==> config.mk <==
export PLATFORM = sky130hd
export DESIGN_NAME = cic_rate_ctrl
export DESIGN_NICKNAME = d
export VERILOG_FILES = /design/src/rtl/cic_rate_ctrl_pkg.sv /design/src/rtl/cic_rate_ctrl.sv
export SDC_FILE = /design/constraint.sdc
export NUM_CORES = 1
export LEC_CHECK = 0
export CORE_ASPECT_RATIO = 1.2
export CORE_MARGIN = 2
export CORE_UTILIZATION = 30
export CTS_CLUSTER_SIZE = 16
export DETAILED_ROUTE_END_ITERATION = 6
export PLACE_DENSITY_LB_ADDON = 0.05
export SLEW_MARGIN = 20
export SYNTH_ARGS = -nofsm -noshare
export SYNTH_HDL_FRONTEND = slang
export SYNTH_SLANG_ARGS = --single-unit
==> constraint.sdc <==
create_clock -name clk -period 2.05 [get_ports clk]
set_input_delay 0.41 -clock clk [delete_from_list [all_inputs] [get_ports clk]]
set_output_delay 0.41 -clock clk [all_outputs]
set_load 0.02 [all_outputs]
==> src/rtl/cic_rate_ctrl_pkg.sv <==
// rtl/cic_rate_ctrl_pkg.sv - shared types and helpers for the CIC control blocks
package cic_ctrl_pkg;

  typedef enum logic [1:0] {
    RUN    = 2'd0,
    FLUSH  = 2'd1,
    LOAD   = 2'd2,
    SETTLE = 2'd3
  } cic_ctrl_state_t;

  function automatic int clog2(input int value);
    int r;
    r = 0;
    while ((1 << r) < value) r = r + 1;
    return r;
  endfunction

endpackage

==> src/rtl/cic_rate_ctrl.sv <==
// rtl/cic_rate_ctrl.sv - run-time decimation-rate controller for a variable-rate CIC
module cic_rate_ctrl
  import cic_ctrl_pkg::*;
#(
  parameter int DATA_W         = 18,
  parameter int RATE_W         = 18,
  parameter int R_MIN          = 2,
  parameter int R_MAX          = 10,
  parameter int FLUSH_CYCLES   = 4,
  parameter int SETTLE_SAMPLES = 7
) (
  input  logic              clk,
  input  logic              reset,
  input  logic [RATE_W-1:0] s_axis_cfg_tdata,
  input  logic              s_axis_cfg_tvalid,
  output logic              s_axis_cfg_tready,
  output logic              cic_reset_n,
  output logic [RATE_W-1:0] m_axis_rate_tdata,
  output logic              m_axis_rate_tvalid,
  input  logic [DATA_W-1:0] s_axis_cic_tdata,
  input  logic              s_axis_cic_tvalid,
  output logic [DATA_W-1:0] m_axis_out_tdata,
  output logic              m_axis_out_tvalid,
  output logic [RATE_W-1:0] cur_rate,
  output logic              busy,
  output logic              err_rate
);

  localparam int FLUSH_W  = clog2(FLUSH_CYCLES + 1);
  localparam int SETTLE_W = clog2(SETTLE_SAMPLES + 1);

  cic_ctrl_state_t     state;
  cic_ctrl_state_t     state_nxt;
  logic [FLUSH_W-1:0]  flush_cnt;
  logic [SETTLE_W-1:0] settle_cnt;
  logic [RATE_W-1:0]   pending_rate;
  logic                cfg_fire;
  logic                rate_ok;
  logic                fwd;

  assign cfg_fire = s_axis_cfg_tvalid & s_axis_cfg_tready;
  assign rate_ok  = (s_axis_cfg_tdata >= RATE_W'(R_MIN)) && (s_axis_cfg_tdata <= RATE_W'(R_MAX));
  assign fwd      = s_axis_cic_tvalid && (state == RUN);

  // LOAD leaves only once its strobe has been presented, so the LOAD entered
  // from reset lasts an extra cycle while the registered outputs catch up.
  always_comb begin
    state_nxt = state;
    case (state)
      RUN:    if (cfg_fire && rate_ok) state_nxt = FLUSH;
      FLUSH:  if (flush_cnt == FLUSH_W'(FLUSH_CYCLES - 1)) state_nxt = LOAD;
      LOAD:   if (m_axis_rate_tvalid) state_nxt = SETTLE;
      SETTLE: if (s_axis_cic_tvalid && settle_cnt == SETTLE_W'(SETTLE_SAMPLES - 1)) state_nxt = RUN;
      default: state_nxt = LOAD;
    endcase
  end

  always_ff @(posedge clk or posedge reset) begin
    if (reset) begin
      state              <= LOAD;
      flush_cnt          <= '0;
      settle_cnt         <= '0;
      pending_rate       <= RATE_W'(R_MAX);
      cur_rate           <= RATE_W'(R_MAX);
      cic_reset_n        <= 1'b0;
      m_axis_rate_tvalid <= 1'b0;
      m_axis_rate_tdata  <= RATE_W'(R_MAX);
      m_axis_out_tvalid  <= 1'b0;
      m_axis_out_tdata   <= '0;
      busy               <= 1'b1;
      err_rate           <= 1'b0;
      s_axis_cfg_tready  <= 1'b0;
    end else begin
      state <= state_nxt;

      if (state != FLUSH)
        flush_cnt <= '0;
      else if (flush_cnt != FLUSH_W'(FLUSH_CYCLES))
        flush_cnt <= flush_cnt + FLUSH_W'(1);

      if (state != SETTLE)
        settle_cnt <= '0;
      else if (s_axis_cic_tvalid && settle_cnt != SETTLE_W'(SETTLE_SAMPLES))
        settle_cnt <= settle_cnt + SETTLE_W'(1);

      if (cfg_fire && rate_ok) pending_rate <= s_axis_cfg_tdata;
      err_rate <= cfg_fire && !rate_ok;

      // Control outputs follow the state being entered so they line up with it.
      s_axis_cfg_tready  <= (state_nxt == RUN);
      busy               <= (state_nxt != RUN);
      cic_reset_n        <= (state_nxt != FLUSH);
      m_axis_rate_tvalid <= (state_nxt == LOAD);
      if (state_nxt == LOAD) begin
        m_axis_rate_tdata <= pending_rate;
        cur_rate          <= pending_rate;
      end

      m_axis_out_tvalid <= fwd;
      if (fwd) m_axis_out_tdata <= s_axis_cic_tdata;
    end
  end

endmodule

==> reports/metrics.csv <==
stage,metric,value,unit
setup_path,rr_startpoint,flush_cnt[0],
routing,drt.antenna.violating_nets,0,
cts,root_buffer,clkbuf_8,
layout,multi_input_area,870.8,sq um
logic_synthesis,synth_edf_count,0,
setup_path,path_cells,clkdlybuf4s50_1 -> nor4_1 -> o31ai_1 -> nor4_4 -> buf_4 -> mux2_1,
routing,num_vias,1814,
routing,drt_pass1_iterations,3,
setup_path,max_stage_delay,0.39,ns
min_path,hold_class,flop to flop,
timing,finalSetupViolCount,0,
logic_synthesis,synth.distinct_cells,27,
setup_path,cp.buffers_inverters,2,
logic_synthesis,synth_commonest_cells,"dfrtp_1, mux2_2, buf_4",
logic_synthesis,synth_top_area_cell,dfrtp_1,
logic_synthesis,synth.area.top_cells,"dfrtp_1, mux2_2, dfstp_2, buf_4, nor2b_1",
logic_synthesis,syn_avg_cell_area,13.60,sq um
timing,post-route-period-util,94.11,%
timing,maxSlewViolCount,0,
timing,hold_violations,0,
logic_synthesis,ys_seq_elements,68,
timing,fin_setup_tns,0,ns
global_routing,antenna_found_initial,0,
routing,viasPerCell,4.248,
min_path,hold_start,pending_rate[2],
logic_synthesis,postSynth.asyncResetShare,100.0,%
logic_synthesis,syn-num-nets,251,
cts,cts_setup_buffers,0,
setup_path,cp-start-kind,primary input,
placed_design,post-place-cells,411,
die,die_w,92.02,um
cts,cts_max_level,3,
global_routing,grt_max_degree,69,
logic_synthesis,synthCells,205,
setup_path,cp_top_family,simple AND/OR/NAND/NOR gates,
die,ios,100,
setup_path,crit_path_end_kind,flop,
global_routing,grt.overflow.total,0,
setup_path,cp-startpoint,s_axis_cfg_tdata[4],
layout,nNetsFinal,348,
layout,num-fill-cells,868,
timing,max_clock_freq,518.3,MHz
die,die_h,109.6,um
die,start_util,30.87,%
logic_synthesis,synth_top_area_share,55.63,%
setup_path,required,2.27,ns
timing,min_period,1.929,ns
timing,rsz0062_at_grt,no,
routing,dr.first_iter.drc_count,32,
flow_run,cap_violations,0,
placed_design,hpwlAfterDp,4051,um
global_routing,grt_pass1_vias,1855,
routing,drc,0,
placed_design,gp_congestion,0.6385,
layout,drive_gt1_share,24.43,%
logic_synthesis,yosysWarnings,0,
status,status,"finished, final reports clean",
layout,seq_area,0.001709,sq mm
cts,holdBufCountCts,0,
cts,cts.sinks,68,
die,core,0.009034,sq mm
timing,finClkSkew,0.008324,ns
cts,cts_buffer_depth,2,
pwr,p_leak,0.001898,uW
logic_synthesis,synth-main-ff-cell,dfrtp_1,
routing,routed_wl,5600,um
pwr,p_per_area,955.1,mW/mm^2
die,rows,38,
setup_path,cp.arrival,2.15,ns
global_routing,grt_util_all_layers,11.89,%
placed_design,pre_cts_slack,-0.3167,ns
cts,clkSlewWorstSetupHoldPaths,0.07,ns
layout,stdcell_count,427,
timing,worst_pin_slew,0.5058,ns
placed_design,io_buffers,99,
cts,insertion_delay,0.34,ns
logic_synthesis,netlist_area,0.002789,sq mm
setup_path,path_max_fanout,7,
routing,wl_per_cell,13.11,um
pwr,peakVddDrop,0.0005170,V
timing,relSlewSlack,65.99,%
timing,setup_slack,0.1207,ns
layout,syn_to_final_growth,47.02,%
cts,numCtsBuffers,9,
die,die_area,0.01009,sq mm
setup_path,crit_type,primary input to flop,
layout,n_antenna_cell,0,
cts,cts_tree,done,
setup_path,slowest_stage,clkdlybuf4s50_1,
global_routing,grt_first_pass_wirelength,9121,um
logic_synthesis,synth_most_common_cell,dfrtp_1,
logic_synthesis,yosysSeqAreaShare,61.28,%
layout by cell type (no fill, tap or decap), types with 4 or more instances in the layout:
| cell | count |
|---|---|
| dfstp_2 | 6 |
| ha_1 | 6 |
| a21oi_1 | 4 |
| dfrtp_1 | 62 |
| inv_1 | 9 |
| mux2_2 | 37 |
| nor2b_1 | 15 |
| buf_4 | 10 |
| clkdlybuf4s50_1 | 99 |
| nand2_1 | 6 |
| nor2_1 | 10 |
| clkbuf_8 | 11 |
flip-flops by register name, summed over array words and instances (netlist names):
| name | cells |
|---|---|
| m_axis_out_tvalid | 1 |
| state | 2 |
| busy | 1 |
| m_axis_out_tdata | 18 |
| flush_cnt | 3 |
| s_axis_cfg_tready | 1 |
| err_rate | 1 |
| pending_rate | 18 |
| settle_cnt | 3 |
| cic_reset_n | 1 |
| m_axis_rate_tvalid | 1 |
| cur_rate | 18 |
cell type report:
class / count / share of cell area [%]
flip-flops and latches: 68 / 41.68
clock buffers: 12 / 3.784
repair buffers: 112 / 27.46
multi-input cells: 101 / 21.24
inverters: 10 / 1.007
well taps: 120 / 3.662
clock inverters: 4 / 1.160
report_power, final:
group / leakage [uW] / internal (uW) / total [uW] / switching (uW)
Clock: 0.000102 / 625 / 1120 / 499
Sequential: 0.000903 / 1560 / 1710 / 144
Combinational: 0.000893 / 584 / 1090 / 502
layer usage:
metal	part of all wire [%]	vias to the layer above	wire length, um	global-route usage [%]
met5	0	-	0	0
met1	42	875	2361	14.48
li1	-	861	-	-
met2	47	67	2633	17.96
met4	2.1	0	120	6.077
met3	8.7	11	485	5.209
worst reg2reg max path, delay by kind of cell, from the launching register on:
family	cells	cell delay [ns]
buffers and inverters	1	0.18
and+or+nand+nor	2	0.13
DFF	1	0.41
muxes	1	0.35
adders and majority gates	2	0.42
AOI/OAI and AO/OA	1	0.17
timing repair:
action,CTS,global route
hold endpoints to repair,0,0
setup endpoints to repair,0,3
resized for setup,0,1
stage by stage:
stage / power, uW / util (%) / instance area (sq um) / hold WS [ns]
2_1_floorplan: 2313 / - / 2793 / 0.4541
3_3_place_gp: 2828 / 43.07 / 3891 / 0.4719
3_5_place_dp: 2844 / 43.07 / 3891 / 0.4808
4_1_cts: 3997 / 45.32 / 4094 / 0.4986
5_1_grt: 4171 / 45.39 / 4100 / 0.5188
6_report: 3916 / 45.39 / 4100 / 0.4938
path summary, 6_finish.rpt:
path	end	slack, ns	cells after the start
hold reg to reg	pending_rate[2]	0.49	1
max in group asynchronous	state[1]	1.21	3
min in group asynchronous	pending_rate[4]	0.51	3
setup / recovery	pending_rate[2]	0.12	6
setup reg to reg	cur_rate[6]	0.28	7
hold / removal	pending_rate[2]	0.49	1
kinds of logic after synthesis:
| kind of cell | count (synthesis) | synth area share (%) |
|---|---|---|
| flops | 68 | 61.28 |
| buf+inv | 36 | 7.851 |
| mux | 42 | 16.87 |
| xor+xnor | 2 | 0.6282 |
| compound gates | 11 | 2.647 |
| fa+ha+maj | 6 | 2.692 |
| simple gates | 40 | 8.031 |
(Power assumes the default switching activity.)
